--- src/rtl/rv32im_csr_exec.sv ---
// rv32im_csr_exec: CSR read-modify-write sequencer between issue and rv32im_csr.
// Revision 1.0
`default_nettype none

module rv32im_csr_exec #(
    parameter int API_XLEN  = 32,
    parameter int CSR_WIDTH = 12
) (
    input  logic                 clk_i,
    input  logic                 rst_n_i,
    input  logic                 in_valid_i,
    output logic                 in_ready_o,
    input  logic [2:0]           in_funct3_i,
    input  logic [CSR_WIDTH-1:0] in_addr_i,
    input  logic [API_XLEN-1:0]  in_rs1_val_i,
    input  logic [4:0]           in_rs1_idx_i,
    input  logic [4:0]           in_rd_idx_i,
    input  logic [1:0]           priv_i,
    input  logic                 flush_i,
    output logic [CSR_WIDTH-1:0] csr_addr_o,
    output logic [2:0]           csr_opcode_o,
    output logic                 re_csr_o,
    output logic                 we_csr_o,
    output logic [API_XLEN-1:0]  val_csr_o,
    input  logic [API_XLEN-1:0]  val_csr_i,
    output logic                 out_valid_o,
    input  logic                 out_ready_i,
    output logic [4:0]           rd_idx_o,
    output logic [API_XLEN-1:0]  rd_data_o,
    output logic                 rd_we_o,
    output logic                 illegal_o
);

    typedef enum logic [2:0] {
        S_IDLE  = 3'd0,
        S_READ  = 3'd1,
        S_CAPT  = 3'd2,
        S_WRITE = 3'd3,
        S_RESP  = 3'd4
    } state_t;

    state_t                 state_q;
    logic [CSR_WIDTH-1:0]   addr_q;
    logic [2:0]             opcode_q;
    logic [API_XLEN-1:0]    src_q;
    logic [4:0]             rd_idx_q;
    logic                   do_read_q;
    logic                   do_write_q;
    logic                   re_q;
    logic                   we_q;
    logic [API_XLEN-1:0]    val_q;
    logic                   out_valid_q;
    logic [API_XLEN-1:0]    rd_data_q;
    logic                   rd_we_q;
    logic                   illegal_q;

    logic [API_XLEN-1:0]    acc_src_d;
    logic                   acc_is_rw_d;
    logic                   acc_do_read_d;
    logic                   acc_do_write_d;
    logic                   acc_illegal_d;
    logic [API_XLEN-1:0]    new_val_d;

    // Decode of the offered instruction; only consumed on the acceptance edge.
    always_comb begin
        acc_src_d      = in_funct3_i[2] ? {{(API_XLEN-5){1'b0}}, in_rs1_idx_i} : in_rs1_val_i;
        acc_is_rw_d    = (in_funct3_i[1:0] == 2'b01);
        acc_do_read_d  = !(acc_is_rw_d && (in_rd_idx_i == 5'd0));
        acc_do_write_d = acc_is_rw_d || (in_rs1_idx_i != 5'd0);
        acc_illegal_d  = (in_addr_i[9:8] > priv_i) ||
                         (acc_do_write_d && (in_addr_i[11:10] == 2'b11));
    end

    always_comb begin
        case (opcode_q[1:0])
            2'b10:   new_val_d = val_csr_i | src_q;
            2'b11:   new_val_d = val_csr_i & ~src_q;
            default: new_val_d = src_q;
        endcase
    end

    always_ff @(posedge clk_i or negedge rst_n_i) begin
        if (!rst_n_i) begin
            state_q     <= S_IDLE;
            addr_q      <= '0;
            opcode_q    <= '0;
            src_q       <= '0;
            rd_idx_q    <= '0;
            do_read_q   <= 1'b0;
            do_write_q  <= 1'b0;
            re_q        <= 1'b0;
            we_q        <= 1'b0;
            val_q       <= '0;
            out_valid_q <= 1'b0;
            rd_data_q   <= '0;
            rd_we_q     <= 1'b0;
            illegal_q   <= 1'b0;
        end else begin
            re_q <= 1'b0;
            we_q <= 1'b0;
            case (state_q)
                S_IDLE: begin
                    if (in_valid_i) begin
                        addr_q     <= in_addr_i;
                        opcode_q   <= in_funct3_i;
                        src_q      <= acc_src_d;
                        rd_idx_q   <= in_rd_idx_i;
                        do_read_q  <= acc_do_read_d;
                        do_write_q <= acc_do_write_d;
                        rd_data_q  <= '0;
                        if (acc_illegal_d) begin
                            state_q     <= S_RESP;
                            out_valid_q <= 1'b1;
                            illegal_q   <= 1'b1;
                            rd_we_q     <= 1'b0;
                        end else if (acc_do_read_d) begin
                            state_q <= S_READ;
                            re_q    <= 1'b1;
                        end else begin
                            // Write-only is always a plain RW, so the new value is src.
                            state_q <= S_WRITE;
                            we_q    <= 1'b1;
                            val_q   <= acc_src_d;
                        end
                    end
                end
                S_READ: begin
                    state_q <= flush_i ? S_IDLE : S_CAPT;
                end
                S_CAPT: begin
                    if (flush_i) begin
                        state_q <= S_IDLE;
                    end else begin
                        rd_data_q <= val_csr_i;
                        if (do_write_q) begin
                            state_q <= S_WRITE;
                            we_q    <= 1'b1;
                            val_q   <= new_val_d;
                        end else begin
                            state_q     <= S_RESP;
                            out_valid_q <= 1'b1;
                            rd_we_q     <= (rd_idx_q != 5'd0);
                        end
                    end
                end
                S_WRITE: begin
                    state_q     <= S_RESP;
                    out_valid_q <= 1'b1;
                    rd_we_q     <= do_read_q && (rd_idx_q != 5'd0);
                end
                S_RESP: begin
                    if (out_ready_i) begin
                        state_q     <= S_IDLE;
                        out_valid_q <= 1'b0;
                        rd_we_q     <= 1'b0;
                        illegal_q   <= 1'b0;
                    end
                end
                default: state_q <= S_IDLE;
            endcase
        end
    end

    assign in_ready_o   = (state_q == S_IDLE);
    assign csr_addr_o   = addr_q;
    assign csr_opcode_o = opcode_q;
    assign re_csr_o     = re_q;
    assign we_csr_o     = we_q;
    assign val_csr_o    = val_q;
    assign out_valid_o  = out_valid_q;
    assign rd_idx_o     = rd_idx_q;
    assign rd_data_o    = rd_data_q;
    assign rd_we_o      = rd_we_q;
    assign illegal_o    = illegal_q;

endmodule

`default_nettype wire
--- config.mk ---
export PLATFORM = sky130hd
export DESIGN_NAME = rv32im_csr_exec
export DESIGN_NICKNAME = d
export VERILOG_FILES = /design/src/rtl/rv32im_csr_exec.sv
export SDC_FILE = /design/constraint.sdc
export NUM_CORES = 1
export LEC_CHECK = 0
export ABC_AREA = 1
export CAP_MARGIN = 30
export CORE_ASPECT_RATIO = 1.5
export CORE_MARGIN = 10
export CORE_UTILIZATION = 51
export DETAILED_ROUTE_END_ITERATION = 12
export GPL_TIMING_DRIVEN = 0
export PLACE_DENSITY = 0.86
export SLEW_MARGIN = 5
export SYNTH_ARGS = -nofsm -noshare
export SYNTH_HDL_FRONTEND = slang
export SYNTH_SLANG_ARGS = --single-unit
--- constraint.sdc ---
create_clock -name clk_i -period 3.9 [get_ports clk_i]
set_input_delay 0.78 -clock clk_i [delete_from_list [all_inputs] [get_ports clk_i]]
set_output_delay 0.78 -clock clk_i [all_outputs]
set_load 0.01 [all_outputs]
==> reports/metrics.yaml, run 1 <==
status:
  status: "complete, no violations"
finish:
  antenna_cells: 0
  final_layout_size_suffix_gt1_frac: 0.0799
  finish.utilization: 0.741
  final_cell_mix: "nand2_1, clkdlybuf4s50_1, dfrtp_1, o21ai_0, inv_1"
  syn_to_final_growth_pct: 42.4
  fin_nets: 1111
  final_common_cell: "nand2_1"
timing:
  finalSetupViolCount: 0
  timing.hold.ws_ns: 0.238
  worst_clock_skew_ns: 0.00884
  period_minus_slack_ns: 2.63
  drv_slew: 0
  tns_ns: 0
  slew_headroom: 0.571
  hold_viol_final: 0
  worst_pin_slew_ns: 0.643
  fmax_mhz: 381
  rsz0062_at_grt: "false"
  period_share: 0.673
worst_hold_path:
  hp-class: "in2async"
routing:
  wire_per_inst_um: 17.5
  dr_total_vias: 6327
  routed_wl_mm: 20.7
  firstDrtPassIters: 5
  routed_via_density: 5.37
  drcViolationCount: 0
  dr.first_iter.drc_count: 393
  ant_nets: 0
global_routing:
  grt_start_max_net_pins: 95
  met1_usage: 0.270
  busiest_layer: "met2"
  gr-usage-all-layers: 0.245
  grt_pass1_wl_mm: 32.9
  use_met3: 0.0604
  grt_pass1_vias: 6413
  overflow: 0
  grt.met2_usage: 0.422
  antenna_found_initial: 0
power_and_ir_drop:
  max-vdd-ir-drop_uv: 438
  power_density_mw_per_mm2: 670
  leakage_nw: 4.08
  power_mw: 5.94
worst_setup_path:
  crit_type: "reg2out"
  required_ns: 3.12
  path_delay_family: "buffers and inverters"
  cp-end-kind: "primary output"
  slowest_stage: "clkdlybuf4s50_1"
  path_buf_inv: 2
  cp_max_fo: 7
  path_cells: "nor2_4 > nand2_2 > inv_2 > clkdlybuf4s50_1"
  cp_data_arrival_time_ns: 1.85
  start_kind: "flip-flop"
  cpPeakStageDelay_ns: 0.56
cts:
  numCtsBuffers: 17
  htreeDepth: 4
  ctsRootBufferMaster: "clkbuf_16"
  clk_pin_slew_ns: 0.06
  cts_max_path_buffers: 2
  cts_tree: "yes"
  cts_hold_buf: 0
  post-cts-setup-buffers: 0
  clk_latency_ns: 0.42
  cts.repair.resized: 0
  cts_num_sinks: 126
synthesis:
  syn_area_per_cell_um2: 7.70
  yosys_warnings: 0
  ys_ff_latch: 126
  netlist_instances: 808
  synthDistinctLibCells: 26
  syn-num-nets: 906
  ys_seq_area_frac: 0.507
  synthesis.area_mm2: 0.00622
place:
  port_buffers: 185
  place.gp.congestion: 0.836
  dp_hpwl_mm: 14.9
die:
  initial_core_util: 0.521
  die_area_mm2: 0.0171
  die_y_um: 155
  die_x_um: 110
  rows: 49
  num_io_pins: 186
  coreArea_mm2: 0.0120
run:
  maxCapViolCount: 0
[routing by layer]
layer	share of wire	wire (µm)
met1	0.36	7470
met3	0.081	1680
met4	0.039	796
met5	0	0
met2	0.52	10700
[path summary, 6_finish.rpt]
check | start | end | slack (ns) | cells after the start
worst max-delay path | state_q[0]$_DFFE_PN0P_ | in_ready_o | 1.27 | 4
worst min-delay path | rst_n_i | val_csr_o[6]$_DFFE_PN0P_ | 0.24 | 1
worst max register to register | state_q[1]$_DFFE_PN0P_ | val_csr_o[29]$_DFFE_PN0P_ | 2.09 | 8
worst min register to register | csr_addr_o[6]$_DFFE_PN0P_ | csr_addr_o[6]$_DFFE_PN0P_ | 0.47 | 2
max in group asynchronous | rst_n_i | rd_data_o[31]$_DFFE_PN0P_ | 2.87 | 2
min in group clk_i | csr_addr_o[6]$_DFFE_PN0P_ | csr_addr_o[6]$_DFFE_PN0P_ | 0.47 | 2
[metrics by stage]
stage | instances | cell area (µm²) | setup WS, ns
CTS | 1179 | 8860 | 1.28
global placement | 1146 | 8270 | -3.04
detailed placement | 1147 | 8300 | 1.05
finish | 1179 | 8860 | 1.27
floorplan | 808 | 6220 | 1.89
global route | 1179 | 8860 | 1.20
[report_power, final]
group / switching, mW / internal, mW
clock: 0.585 / 0.952
sequential: 0.278 / 1.77
combinational: 1.32 / 1.03
[area by class of cell]
class / count / area [µm²]
multi-input combinational: 551 / 2470
clock inverter: 11 / 118
buffer: 50 / 298
tap: 153 / 191
fill: 932 / 3090
clock buffer: 21 / 450
sequential: 126 / 3150
timing repair buffer: 186 / 1880
inverter: 81 / 304
[synth_stat cells, drive strengths merged]
library cell,number,share of area
o21ai,141,0.11
clkbuf,12,0.0072
nand3b,1,0.0012
nand4,2,0.0030
nand3,73,0.059
nand2,251,0.15
a31oi,1,0.0010
inv,80,0.048
a21oi,36,0.030
clkinv,1,0.00060
ha,2,0.0040
nor3,1,0.00080
buf,38,0.041
nor2,42,0.030
o211ai,1,0.0012
dfrtp,126,0.51
[kinds of logic after synthesis]
logic type               share of synthesized area
AND/OR/NAND/NOR                              0.246
flip-flops                                   0.507
AO/OA/AOI/OAI                                0.146
adder cells (fa/ha/maj)                    0.00402
buffers and inverters                       0.0967
[sequential cells by signal (all words and copies together), names as in the netlist, 3 cells and up]
name          cells
csr_opcode_o      3
state_q           3
val_csr_o        32
rd_idx_o          5
src_q            32
csr_addr_o       12
rd_data_o        32
(Power assumes the default switching activity.)
==> run 2, diff against run 1 <==
Settings changed: CORE_UTILIZATION 51 to 43, PLACE_DENSITY 0.86 to 0.77.
Clock period 3.9 ns to 2.15 ns, I/O delays scaled along.
==> reports/metrics.yaml, run 2 (synthesized netlist as in run 1, its figures left out) <==
cts:
  htreeDepth: 4  # unchanged
  clk_pin_slew_ns: 0.06  # about the same
  clk_latency_ns: 0.42  # about the same
  ctsRootBufferMaster: "clkbuf_16"
  cts_max_path_buffers: 2  # unchanged
  post-cts-setup-buffers: 0  # unchanged
  cts_num_sinks: 126  # unchanged
  cts_tree: "yes"
  numCtsBuffers: 17  # unchanged
global_routing:
  grt_start_max_net_pins: 89  # -6.3%
  grt_pass1_vias: 6411  # -0.031%
  overflow: 0  # unchanged
  grt_pass1_wl_mm: 34.3  # +4.3%
  antenna_found_initial: 1  # +1
  gr-usage-all-layers: 0.215  # -0.0303
timing:
  slew_headroom: 0.583  # +0.0122
  finalSetupViolCount: 0  # unchanged
  worst_pin_slew_ns: 0.625  # -0.0184 ns
  drv_slew: 0  # unchanged
  timing.hold.ws_ns: 0.471  # +0.233 ns
  period_minus_slack_ns: 2.01
  rsz0062_at_grt: "false"
  period_share: 0.936
  hold_viol_final: 0  # unchanged
  worst_clock_skew_ns: 0.00803  # -0.000805 ns
  setup_ws_ns: 0.138  # -1.14 ns
  fmax_mhz: 497
routing:
  dr_total_vias: 6244  # -1.3%
  routed_via_density: 5.13  # -4.4%
  routed_wl_mm: 21.2  # +2.4%
  wire_per_inst_um: 17.4  # -0.80%
  drcViolationCount: 0  # unchanged
  firstDrtPassIters: 7  # +2
  dr.first_iter.drc_count: 390  # -0.76%
  ant_nets: 0  # unchanged
  dr_wl_met2_mm: 10.9  # +2.1%
  highest_layer: "met4"
  wl_met1_mm: 8.19  # +9.6%
  wl_met3_mm: 1.30  # -22%
worst_setup_path:
  cpPeakStageDelay_ns: 0.45  # -0.11 ns
  cp-end-kind: "primary output"
  path_delay_family: "flip-flops"
  cp_max_fo: 7  # unchanged
  slowest_stage: "dfrtp_1"
  crit_type: "reg2out"
  path_cells: "nor2_4 > nand2_2 > inv_2 > dlygate4sd2_1"
  start_kind: "flip-flop"
  path_buf_inv: 2  # unchanged
  cp_data_arrival_time_ns: 1.58  # -0.27 ns
  required_ns: 1.72  # -1.40 ns
power_and_ir_drop:
  power_density_mw_per_mm2: 1240  # +85%
  max-vdd-ir-drop_uv: 774  # +77%
  leakage_nw: 4.13  # +1.1%
finish:
  syn_to_final_growth_pct: 44.6
  final_cell_mix: "nand2_1, clkdlybuf4s50_1, dfrtp_1, o21ai_0, inv_1"
  final_layout_size_suffix_gt1_frac: 0.0801  # +0.000156
  final_common_cell: "nand2_1"
  fin_nets: 1112  # +0.090%
  final_area_mm2: 0.00900  # +1.5%
die:
  die_area_mm2: 0.0198  # +16%
  die_y_um: 167  # +7.8%
  die_x_um: 118  # +7.3%
  coreArea_mm2: 0.0141  # +18%
  num_io_pins: 186  # unchanged
  initial_core_util: 0.441  # -0.0800
  rows: 53  # +8.2%
place:
  port_buffers: 185  # unchanged
  dpl_cell_area_mm2: 0.00835  # +0.59%
  pre_cts_ws_ns: -0.341  # -1.39 ns
  place.gp.congestion: 0.855  # +2.4%
  dp_hpwl_mm: 15.5  # +3.5%
run:
  maxCapViolCount: 0  # unchanged
status:
  status: "complete, no violations"
worst_hold_path:
  hp-class: "reg2reg"
[run 2: where the power goes]
part | internal [mW] | switching, mW
Combinational | 1.87 | 2.41
Sequential | 3.22 | 0.483
Clock | 2.13 | 1.03
Total | 7.21 | 3.93
[run 2: worst paths after layout]
kind | cells past startpoint | startpoint | slack [ns] | endpoint
max | 4 | state_q[0]$_DFFE_PN0P_ | 0.14 | in_ready_o
min | 2 | csr_addr_o[4]$_DFFE_PN0P_ | 0.47 | csr_addr_o[4]$_DFFE_PN0P_
max reg2reg | 8 | state_q[2]$_DFFE_PN0P_ | 0.41 | val_csr_o[24]$_DFFE_PN0P_
min reg2reg | 2 | csr_addr_o[4]$_DFFE_PN0P_ | 0.47 | csr_addr_o[4]$_DFFE_PN0P_
max in group asynchronous | 3 | rst_n_i | 0.87 | rd_data_o[2]$_DFFE_PN0P_
min in group asynchronous | 2 | rst_n_i | 0.51 | src_q[6]$_DFFE_PN0P_
[run 2: routing by layer]
layer | up-vias | track usage
met4 | 0 | 0.108
met5 | - | 0
met1 | 2962 | 0.243
met3 | 46 | 0.0505
li1 | 3009 | -
met2 | 227 | 0.369
[run 2: layout make-up]
cell class / count / area, µm²
Inverter: 81 / 304
Tap cell: 192 / 240
Fill cell: 1245 / 5120
Sequential cell: 126 / 3150
Clock inverter: 7 / 160
Antenna cell: 1 / 2.50
Timing Repair Buffer: 187 / 1890
Multi-Input combinational cell: 551 / 2480
Clock buffer: 22 / 474
Buffer: 50 / 300
[run 2: worst register-to-register path, stage by stage, from the launching register on]
cell and delay [ns]:
dfrtp_1 0.39, inv_2 0.09, nand2_1 0.11, nor2_4 0.18
buf_4 0.23, nand3_2 0.20, buf_2 0.27, nand3_1 0.11
nand2_1 0.06
[run 2: timing repair]
item,4_1_cts,5_1_grt
setup endpoints to repair,1,30
resized for setup,1,3
hold buffers,1,0
hold endpoints to repair,38,0
[run 2: through the flow]
stage / TNS (ns) / util / instances / power [mW]
floorplan: 0 / - / 808 / 5.85
global placement: -582.23 / 0.589 / 1185 / 7.87
detailed placement: -8.96 / 0.591 / 1186 / 7.98
CTS: 0 / 0.636 / 1216 / 11.2
global route: 0 / 0.637 / 1217 / 11.8
finish: 0 / 0.637 / 1217 / 11.1
